`config.mk`:
```
export PLATFORM = sky130hd
export DESIGN_NAME = cdb_arbiter
export DESIGN_NICKNAME = d
export VERILOG_FILES = /design/src/rtl/cdb_arbiter.sv
export SDC_FILE = /design/constraint.sdc
export NUM_CORES = 1
export LEC_CHECK = 0
export CAP_MARGIN = 30
export CORE_MARGIN = 4
export CORE_UTILIZATION = 40
export DETAILED_ROUTE_END_ITERATION = 16
export DONT_BUFFER_PORTS = 1
export GPL_TIMING_DRIVEN = 0
export PLACE_DENSITY_LB_ADDON = 0.3
export REMOVE_ABC_BUFFERS = 1
export SLEW_MARGIN = 0
export SYNTH_ARGS = -nofsm -noshare
export SYNTH_HDL_FRONTEND = slang
export SYNTH_SLANG_ARGS = --single-unit
```
`constraint.sdc`:
```
create_clock -name clk -period 2.9 [get_ports clk]
set_clock_uncertainty 0.15 [all_clocks]
set_input_delay 0.435 -clock clk [delete_from_list [all_inputs] [get_ports clk]]
set_output_delay 0.435 -clock clk [all_outputs]
set_load 0.1 [all_outputs]
```
`src/rtl/cdb_arbiter.sv`:
```
// Common data bus arbiter: per-FU result FIFOs, round-robin pick, registered broadcast.
// Optional macro CDB_FLUSH_EN adds flush_i, which discards every pending result.
package cdb_pkg;
    localparam int NUM_SRBITS = 6;

    typedef struct packed {
        logic                  valid;
        logic [NUM_SRBITS-1:0] tag;
        logic [31:0]           data;
    } cdb_bus_t;
endpackage

module cdb_arbiter
    import cdb_pkg::*;
#(
    parameter int NUM_FU = 4,
    parameter int QDEPTH = 2
) (
    input  logic                         clk,
    input  logic                         rst_n,
    input  logic [NUM_FU-1:0]            fu_valid_i,
    input  logic [NUM_FU*NUM_SRBITS-1:0] fu_tag_i,
    input  logic [NUM_FU*32-1:0]         fu_data_i,
    output logic [NUM_FU-1:0]            fu_ready_o,
`ifdef CDB_FLUSH_EN
    input  logic                         flush_i,
`endif
    output cdb_bus_t                     cdb_o
);
    localparam int PW = $clog2(QDEPTH);
    localparam int CW = PW + 1;
    localparam int RW = $clog2(NUM_FU);
    localparam int IW = RW + 1;

    logic [NUM_SRBITS-1:0] tag_mem  [NUM_FU][QDEPTH];
    logic [31:0]           data_mem [NUM_FU][QDEPTH];
    logic [PW-1:0]         wr_ptr   [NUM_FU];
    logic [PW-1:0]         rd_ptr   [NUM_FU];
    logic [CW-1:0]         count    [NUM_FU];
    logic [RW-1:0]         rr_ptr;
    logic [RW-1:0]         winner;
    logic [RW-1:0]         rr_next;
    logic [IW-1:0]         idx;
    logic                  found;
    logic                  flush;
    logic [NUM_FU-1:0]     push;
    logic [NUM_FU-1:0]     pop;

`ifdef CDB_FLUSH_EN
    assign flush = flush_i;
`else
    assign flush = 1'b0;
`endif

    // Handshake: a transfer happens on a posedge where fu_valid_i[i] && fu_ready_o[i]; ready depends
    // only on the registered count, so a full queue stays not-ready even in a cycle where it pops.
    always_comb begin
        for (int i = 0; i < NUM_FU; i++) begin
            fu_ready_o[i] = (count[i] != CW'(QDEPTH));
        end
    end

    // Round-robin search starting at rr_ptr; first non-empty queue wins.
    always_comb begin
        found  = 1'b0;
        winner = '0;
        idx    = '0;
        for (int k = 0; k < NUM_FU; k++) begin
            idx = IW'(rr_ptr) + IW'(k);
            if (idx >= IW'(NUM_FU)) idx = idx - IW'(NUM_FU);
            if (!found && count[idx[RW-1:0]] != '0) begin
                found  = 1'b1;
                winner = idx[RW-1:0];
            end
        end
        rr_next = (winner == RW'(NUM_FU - 1)) ? '0 : winner + RW'(1);
    end

    // Tag-0 results complete the handshake but are dropped here.
    always_comb begin
        for (int i = 0; i < NUM_FU; i++) begin
            push[i] = fu_valid_i[i] && fu_ready_o[i] && !flush &&
                      (fu_tag_i[i*NUM_SRBITS +: NUM_SRBITS] != '0);
            pop[i]  = found && (winner == RW'(i)) && !flush;
        end
    end

    always_ff @(posedge clk or negedge rst_n) begin
        if (!rst_n) begin
            for (int i = 0; i < NUM_FU; i++) begin
                wr_ptr[i] <= '0;
                rd_ptr[i] <= '0;
                count[i]  <= '0;
            end
        end else if (flush) begin
            for (int i = 0; i < NUM_FU; i++) begin
                wr_ptr[i] <= '0;
                rd_ptr[i] <= '0;
                count[i]  <= '0;
            end
        end else begin
            for (int i = 0; i < NUM_FU; i++) begin
                if (push[i]) wr_ptr[i] <= wr_ptr[i] + PW'(1);
                if (pop[i])  rd_ptr[i] <= rd_ptr[i] + PW'(1);
                case ({push[i], pop[i]})
                    2'b10:   count[i] <= count[i] + CW'(1);
                    2'b01:   count[i] <= count[i] - CW'(1);
                    default: count[i] <= count[i];
                endcase
            end
        end
    end

    always_ff @(posedge clk) begin
        for (int i = 0; i < NUM_FU; i++) begin
            if (push[i]) begin
                tag_mem[i][wr_ptr[i]]  <= fu_tag_i[i*NUM_SRBITS +: NUM_SRBITS];
                data_mem[i][wr_ptr[i]] <= fu_data_i[i*32 +: 32];
            end
        end
    end

    always_ff @(posedge clk or negedge rst_n) begin
        if (!rst_n) begin
            rr_ptr <= '0;
        end else if (found && !flush) begin
            rr_ptr <= rr_next;
        end
    end

    // Idle cycles clear tag so downstream tag match never sees a stale hit; data is left alone.
    always_ff @(posedge clk or negedge rst_n) begin
        if (!rst_n) begin
            cdb_o <= '0;
        end else if (found && !flush) begin
            cdb_o.valid <= 1'b1;
            cdb_o.tag   <= tag_mem[winner][rd_ptr[winner]];
            cdb_o.data  <= data_mem[winner][rd_ptr[winner]];
        end else begin
            cdb_o.valid <= 1'b0;
            cdb_o.tag   <= '0;
        end
    end

endmodule

```
* After elaboration in Yosys (flattened, before gate mapping)
Memory sizes are Yosys's and may differ from the RTL's. Index checks and enable logic that the tools add are counted.
Cells by class: add/subtract/negate cells 24, order comparisons 18, equal/unequal tests 15, muxes and demuxes 67, bitwise gates (word level) 10, reductions and logical operators 35
Operators by type and width (count):
- 64-bit 2-to-1 mux | 4
- 32-bit 2-to-1 mux | 7
- 32-bit demux with 1-bit select | 4
- 12-bit 2-to-1 mux | 4
- 6-bit 2-to-1 mux | 7
- 2-bit 2-to-1 mux | 17
- 6-bit demux with 1-bit select | 4
- 3-bit greater-or-equal comparator, second input constant | 8
- 6-bit nonzero test | 4
- 1-bit logical AND | 19
- 2-bit binary-select mux with 2-bit select | 4
- 2-bit case mux with 2 select lines | 4
- 2-bit nonzero test | 8
- 2-bit by 1-bit subtractor with 2-bit output, second input constant | 8
- 2-bit NOT with 3-bit output | 5
- 2-bit == test, second input constant | 6
- 2-bit by 1-bit adder with 2-bit output, second input constant | 5
- 2-bit by 1-bit == test with 1-bit output, second input constant | 5
- 2-bit greater-or-equal comparator, second input constant | 5
- 1-bit 2-to-1 mux | 10
- 1-bit NOT with 2-bit output | 5
- 1-bit adder, second input constant | 8
- 2-bit by 1-bit < comparator with 1-bit output, second input constant | 4
- 2-bit inequality test, second input constant | 4
- 7 further kinds | 10
Word-level totals: register bits after elaboration 57, bits in writable memories 304, input bits 158, output and inout bits 43, word-level logic and storage cells 187, memories kept 2
Memories:
- data_mem | depth 4, width 64, read ports 1, clocked after memory_dff 0, write ports 4, RTL line 36 | logic [31:0] data_mem [NUM_FU][QDEPTH];
- tag_mem | depth 4, width 12, read ports 1, clocked after memory_dff 0, write ports 4, RTL line 35 | logic [NUM_SRBITS-1:0] tag_mem [NUM_FU][QDEPTH];

* Depth between registers and ports, before layout
Gate-level depths: netlist of run 1.
depth in word-level cells 26, depth in mapped cells 12, mapped depth without buffers 10

* Worst setup path before layout of run 1
OpenSTA, ideal clock, no wires.
kind flip-flop to flip-flop, start reg count[6] (netlist bit), end mem data_mem[0][0] (netlist bit) (enable), setup time 0.434 ns, arrival time 3.292 ns, required time 2.316 ns, slack -0.976 ns, cell stages (with the launch flop) 4, buffers on the path 0, period minus slack after synthesis 3.876 ns, cells stage by stage dfrtp_1 -> nand2b_1 -> o311ai_1 -> nor2_1
RTL lines:
- from (decl) | RTL line 39 | logic [CW-1:0] count [NUM_FU];
- from (signal, indexed assignment) | RTL line 106 | 2'b10: count[i] <= count[i] + CW'(1);
- from (signal, indexed assignment) | RTL line 107 | 2'b01: count[i] <= count[i] - CW'(1);
- from (signal, indexed assignment) | RTL line 108 | default: count[i] <= count[i];
- to (decl) | RTL line 36

* Worst setup path in the final report of run 1
start reg count[2] (netlist bit), end reg cdb_o[12] (netlist bit)
Between the ends: longest elaborated chain between the ends 22, elaborated cells on any way between the ends 39, those cells by class mux (26); bitwise (2); reduce/logical (10); memory (1)
RTL lines:
- 2-bit binary-select mux with 2-bit select | RTL line 71 | if (!found && count[idx[RW-1:0]] != '0) begin
- 2-bit 2-to-1 mux (implied by the code) (2 in series) | RTL line 71
- 2-bit nonzero test | RTL line 71
- 1-bit 2-to-1 mux | RTL line 71
- 1-bit logical NOT | RTL line 71
- 1-bit logical AND | RTL line 71
- 1-bit 2-to-1 mux | RTL line 71
- 1-bit logical NOT | RTL line 71
- (+2 left out)
- 1-bit logical NOT | RTL line 71
- 1-bit logical AND | RTL line 71
- 2-bit 2-to-1 mux | RTL line 71
- 2-bit NOT with 3-bit output (implied by the code) | RTL line 138 | cdb_o.data <= data_mem[winner][rd_ptr[winner]];
- 1-bit binary-select mux with 2-bit select | RTL line 138
- 1-bit 2-to-1 mux (implied by the code) (2 in series) | RTL line 138
- 1-bit NOT with 2-bit output (implied by the code) | RTL line 138
- 32-bit 2-to-1 mux (implied by the code) (3 in series) | RTL line 138
- to (decl) | RTL line 28 | output cdb_bus_t cdb_o
Several ways; a longest one is shown, not always the timed one. The select of a mux whose other input is x is not followed. A chain may end at the register's enable or synchronous reset.

==> results of run 1 <==
## final cells by class
| class | instances | area [µm²] | area share |
|---|---|---|---|
| inverters | 10 | 66.31 | 0.003689 |
| multi-input cells | 340 | 3238 | 0.1801 |
| repair inverters | 1 | 8.758 | 0.0004873 |
| well taps | 448 | 560.5 | 0.03118 |
| repair buffers | 201 | 2251 | 0.1252 |
| clock inverters | 19 | 163.9 | 0.009119 |
| diodes | 1 | 2.502 | 0.0001392 |
| clock buffers | 55 | 1129 | 0.06279 |
| flip-flops and latches | 361 | 10560 | 0.5872 |
## power by group through the flow
stage	Clock, µW	Sequential [µW]	Combinational, µW
3_5_place_dp	0	10000	9060
5_1_grt	5310	10100	10700
3_3_place_gp	0	10100	6710
4_1_cts	5080	9950	9730
6_report	4980	9930	9850
2_1_floorplan	0	9780	6010
## metal layers
metal,track usage,vias up,wire (µm)
met3,0.04294,65,2340
met4,0.06354,0,1020
met5,0,-,0
met2,0.3577,311,20180
li1,-,3395,-
met1,0.2462,4028,15040
## through the flow
| step | total power, µW | hold WS [ns] | setup TNS [ns] |
|---|---|---|---|
| 6_report | 24760 | 0.03375 | 0 |
| 5_1_grt | 26060 | 0.02215 | 0 |
| 4_1_cts | 24770 | 0.07821 | 0 |
| 3_5_place_dp | 19060 | -0.008228 | -46.93 |
| 3_3_place_gp | 16800 | -0.008568 | -1225.21 |
| 2_1_floorplan | 15790 | -0.01059 | -361.70 |
## Yosys cell counts (all sizes together) (2+ instances only)
cell type | number | area share
nor2 | 49 | 0.013
o21a | 8 | 0.0043
o21ai | 2 | 0.00072
or4 | 4 | 0.0022
xor2 | 4 | 0.0025
xnor2 | 16 | 0.010
a311oi | 12 | 0.0076
a31oi | 32 | 0.014
clkbuf | 20 | 0.0054
dfrtp | 57 | 0.10
a211oi | 13 | 0.0074
o311ai | 4 | 0.0025
edfxtp | 304 | 0.66
buf | 19 | 0.010
mux4 | 66 | 0.11
nand2b | 4 | 0.0018
and2 | 4 | 0.0018
o211a | 12 | 0.0087
inv | 10 | 0.0027
nand2 | 91 | 0.025
ha | 8 | 0.0072
## final timing paths
path / depth (start not counted) / slack (ns) / to
max reg2reg: 8 / 0.11 / cdb_o[12]
max in group asynchronous: 2 / 1.94 / cdb_o[8]
min: 2 / 0.03 / wr_ptr[0]
max: 8 / 0.11 / cdb_o[12]
min in group asynchronous: 2 / 0.37 / rd_ptr[3]
min reg2reg: 1 / 0.36 / count[1]
## state kept, by name, summed over array words and instances, names as in the netlist
name / count
data_mem: 256
count: 8
wr_ptr: 4
cdb_o: 39
rr_ptr: 2
rd_ptr: 4
tag_mem: 48
## placed cells by master (no fill, tap or decap), types with 10 or more instances in the layout
cell	Yosys	routed
buf_12	0	11
nor2_1	48	38
dfrtp_1	57	57
clkbuf_16	0	41
a31oi_1	32	32
buf_4	7	14
o211a_1	12	12
xnor2_1	16	16
buf_16	0	10
mux4_2	66	67
nand2_1	91	90
dlygate4sd3_1	0	154
edfxtp_1	304	304
a211oi_1	12	12
a311oi_1	12	12
## cell families after synthesis
family / count (synthesis)
adder cells (fa/ha/maj): 8
AO/OA/AOI/OAI: 86
AND/OR/NAND/NOR: 155
buffers and inverters: 49
multiplexers: 67
XOR/XNOR: 20
flip-flops: 361
## timing repair
item                       4_1_cts  5_1_grt
hold endpoints to repair       361        1
buffers inserted                 7        7
setup endpoints to repair       51       39
hold buffers                   154        1
gates cloned                     3        2
gates resized for setup         12        2
pin swaps                        2        2
==> results.json, run 1 <==
{
  "status": "completed",
  "setup.worst_path.start_class": "flop",
  "worst-path-buf-inv": 2,
  "ios": 201,
  "worstReg2RegStart": "count[2]",
  "syn_area_um2": 13890,
  "finalCriticalPeriod_ns": 2.788,
  "root_buffer": "clkbuf_16",
  "intPower_uw": 14630,
  "layoutNonFillerInstCount": 1436,
  "vias": 7799,
  "synthXorXnorAreaFrac": 0.01261,
  "drive_gt1_frac": 0.1986,
  "finalWorstSetupSlack_ns": 0.1120,
  "rsz0062_at_grt": "false",
  "critPathCaptureType": "flop",
  "critPathMaxStageDelay_ns": 0.78,
  "grt_max_degree": 67,
  "core_area_um2": 33870,
  "antenna_left": 0,
  "hold_violations": 0,
  "viasPerCell": 5.431,
  "clkTransAtPathRegs_ns": 0.06,
  "combPwrFrac": 0.398,
  "power_switching_uw": 10120,
  "port_buffers": 0,
  "fill_cells": 2713,
  "slew_viol_final": 0,
  "crit_type": "reg -> reg",
  "grt.overflow.total": 0,
  "rows": 67,
  "cts_buffer_depth": 3,
  "hold_start": "fu_tag_i[22]",
  "drc_errors": 0,
  "synth_compound_area_frac": 0.04875,
  "avgSynthCellArea_um2": 18.61,
  "syn2layout_area_growth_pct": 29.45,
  "synthAdderAreaFrac": 0.007209,
  "fin_nets": 1121,
  "synth_simple_gate_area_share": 0.04505,
  "cap_violations": 0,
  "muxShareOfSynthArea": 0.1079,
  "ys_ff_latch": 361,
  "routed_wl_um": 38580,
  "seq_area_frac_synth": 0.7601,
  "share_seq_of_total_power": 0.401,
  "hold_class": "in -> reg",
  "dominantRegCellSynth": "edfxtp_1",
  "post-dp-hpwl_um": 22560,
  "synth-edff-count": 304,
  "drtPass1Iterations": 5,
  "cp_data_arrival_time_ns": 3.06,
  "max_slew_margin": 0.3326,
  "wl_per_cell_um": 26.87,
  "clkLatencyLatePin_ns": 0.55,
  "crit_start": "count[2]",
  "die_h_um": 194.3,
  "dp_slack_ns": -0.9424,
  "yosysUniqueCellTypes": 34,
  "stdcell_area_um2": 17970,
  "fmax_mhz": 358.7,
  "netSwitchingFraction": 0.4089,
  "async_flop_share": 0.1579,
  "p_per_area_nw_per_um2": 1377,
  "cts_max_level": 2,
  "power.leakage_uw": 0.006348,
  "p_clk_frac": 0.201,
  "initial_core_util": 0.4100,
  "dp.cells": 1187,
  "yosys_warnings": 0,
  "vdd_drop_max_uv": 1165,
  "crit_chain": "nor2_4, nor2_1, a221oi_4, buf_6, mux4_1, buf_4, nand2_1, a31oi_1",
  "clkSinkCount": 361,
  "drt_iter0_markers": 591,
  "required_ns": 3.17,
  "setup_viol_count_final": 0,
  "finalCritPeriodShare": 0.9614,
  "die-area_um2": 37760,
  "die_w_um": 194.3,
  "critPathMaxFanout": 12,
  "tightestPinTransition_ns": 0.9855,
  "grt_pass1_vias": 8348,
  "cts-buffers-inserted": 40,
  "critPathSlowestCell": "mux4_1",
  "cp_top_family": "multiplexers",
  "synth_cells": 746,
  "place.gp.congestion": 0.7362,
  "dpl_cell_area_um2": 14890,
  "track_usage": 0.2008,
  "grt_antenna_before_repair": 1,
  "synth_top_family_by_area": "multiplexers",
  "tritoncts": "done",
  "grt_pass1_wl_um": 55850,
  "utilization": 0.5307
}
No activity file was read; power rests on OpenSTA's default activity.
==> run 2, diff against run 1 <==
PLACE_DENSITY = 0.53   (was unset)
PLACE_DENSITY_LB_ADDON = unset   (was 0.3)
==> results.json, run 2 (synthesized netlist as in run 1, its figures left out) <==
{
  "die_h_um": 194.3,
  "grt_pass1_wl_um": 54720,
  "die-area_um2": 37760,
  "met3_usage": 0.05938,
  "drt_iter0_markers": 408,
  "p_per_area_nw_per_um2": 1372,
  "vias": 7775,
  "cts_max_level": 2,
  "grt_max_degree": 58,
  "crit_type": "reg -> reg",
  "tritoncts": "done",
  "busiest_layer": "met2",
  "largest_reg_flops": 256,
  "hold_violations": 0,
  "hold_start": "fu_valid_i[1]",
  "initial_core_util": 0.4100,
  "syn2layout_area_growth_pct": 29.53,
  "finalCritPeriodShare": 0.9613,
  "setup_viol_count_final": 0,
  "finalCriticalPeriod_ns": 2.788,
  "gr-usage-met1": 0.2566,
  "die_w_um": 194.3,
  "tightestPinTransition_ns": 1.009,
  "vdd_drop_max_uv": 755.8,
  "dp_slack_ns": -1.273,
  "cap_violations": 0,
  "setup.worst_path.start_class": "flop",
  "clkTransAtPathRegs_ns": 0.06,
  "post-dp-hpwl_um": 23200,
  "final_common_cell": "edfxtp_1",
  "cp_data_arrival_time_ns": 3.10,
  "wl_per_cell_um": 26.27,
  "viasPerCell": 5.426,
  "utilization": 0.5311,
  "port_buffers": 0,
  "routed_wl_um": 37650,
  "antenna_left": 0,
  "crit_start": "count[7]",
  "max_slew_margin": 0.3276,
  "power.leakage_uw": 0.006315,
  "ios": 201,
  "rsz0062_at_grt": "true",
  "grt_antenna_before_repair": 4,
  "cts_buffer_depth": 3,
  "core_area_um2": 33870,
  "drtPass1Iterations": 5,
  "status": "completed",
  "root_buffer": "clkbuf_16",
  "slew_viol_final": 0,
  "layout.cells.most_common_list": "edfxtp_1, dlygate4sd3_1, nand2_1",
  "drive_gt1_frac": 0.2026,
  "gr-usage-met2": 0.3221,
  "finalWorstSetupSlack_ns": 0.1121,
  "fin_nets": 1119,
  "required_ns": 3.21,
  "hold_class": "in -> reg",
  "grt_pass1_vias": 8497,
  "critPathMaxFanout": 16,
  "worstReg2RegStart": "count[7]",
  "rows": 67,
  "clkSinkCount": 361,
  "fmax_mhz": 358.7,
  "p_total_uw": 24680,
  "place.gp.congestion": 0.7349,
  "grt.overflow.total": 0,
  "whs_ns": 0.1787,
  "cts-buffers-inserted": 39,
  "drc_errors": 0,
  "dp.cells": 1189,
  "track_usage": 0.1958,
  "critPathCaptureType": "flop",
  "layoutNonFillerInstCount": 1433,
  "clkLatencyLatePin_ns": 0.54
}
==> run 2: cell types whose count changed in the layout (fill, tap and decap cells not counted), sizes merged <==
cell and change:
bufinv -1, clkbuf -5, clkinv +5, clkinvlp +1, diode +2, dlygate4sd3 -1
inv -3, o21a -1
==> run 2: worst max-delay path: stages (launching register included) <==
cell and delay, ns:
dfrtp_2 0.45, o21ai_2 0.20, o21ai_2 0.11, a221oi_4 0.40, buf_6 0.20, mux4_2 0.56
buf_16 0.20, a311oi_1 0.29, o21a_1 0.15
==> run 2: path summary, 6_finish.rpt <==
path                       slack, ns        end  depth (start not counted)
max                             0.11  cdb_o[35]                          8
min                             0.18  wr_ptr[2]                          3
max reg2reg                     0.11  cdb_o[35]                          8
min reg2reg                     0.39   count[7]                          1
max in group asynchronous       1.92   count[2]                          2
min in group asynchronous       0.36  cdb_o[13]                          2
==> run 2: layout make-up <==
| type | instances | area [µm²] |
|---|---|---|
| Antenna cell | 3 | 7.507 |
| Clock buffer | 48 | 1030 |
| Clock inverter | 22 | 180.2 |
| Fill cell | 2701 | 15880 |
| Inverter | 10 | 45.04 |
| Multi-Input combinational cell | 339 | 3263 |
| Sequential cell | 361 | 10560 |
| Tap cell | 448 | 560.5 |
| Timing Repair Buffer | 202 | 2338 |
==> run 2: routing by layer <==
| layer | share of wire | up-vias | wire [µm] |
|---|---|---|---|
| li1 | - | 3374 | - |
| met1 | 0.41 | 3976 | 15260 |
| met2 | 0.48 | 356 | 18250 |
| met3 | 0.088 | 67 | 3322 |
| met4 | 0.021 | 2 | 806 |
| met5 | 0.00019 | - | 7 |
==> run 2: power breakdown <==
| group | internal (µW) | switching (µW) | leakage (µW) |
|---|---|---|---|
| clock | 2710 | 1960 | 0.000596 |
| sequential | 7250 | 2650 | 0.00349 |
| combinational | 4580 | 5530 | 0.00223 |
| total | 14500 | 10100 | 0.00632 |
==> run 2: through the flow <==
step	cell area [µm²]	TNS [ns]
2_1_floorplan	13670	-361.70
3_3_place_gp	14230	-1250.54
3_5_place_dp	14930	-46.80
4_1_cts	17830	-0.02634
5_1_grt	17990	-0.1402
6_report	17990	0
==> run 2: what timing repair did <==
action                                  4_1_cts  5_1_grt
gates resized for setup                      13       14
pin swaps                                     2        3
hold buffers                                154        0
endpoints found under the setup margin       51       50
cloned                                        3        1
setup buffers                                 6        5
endpoints found under the hold margin       361        0
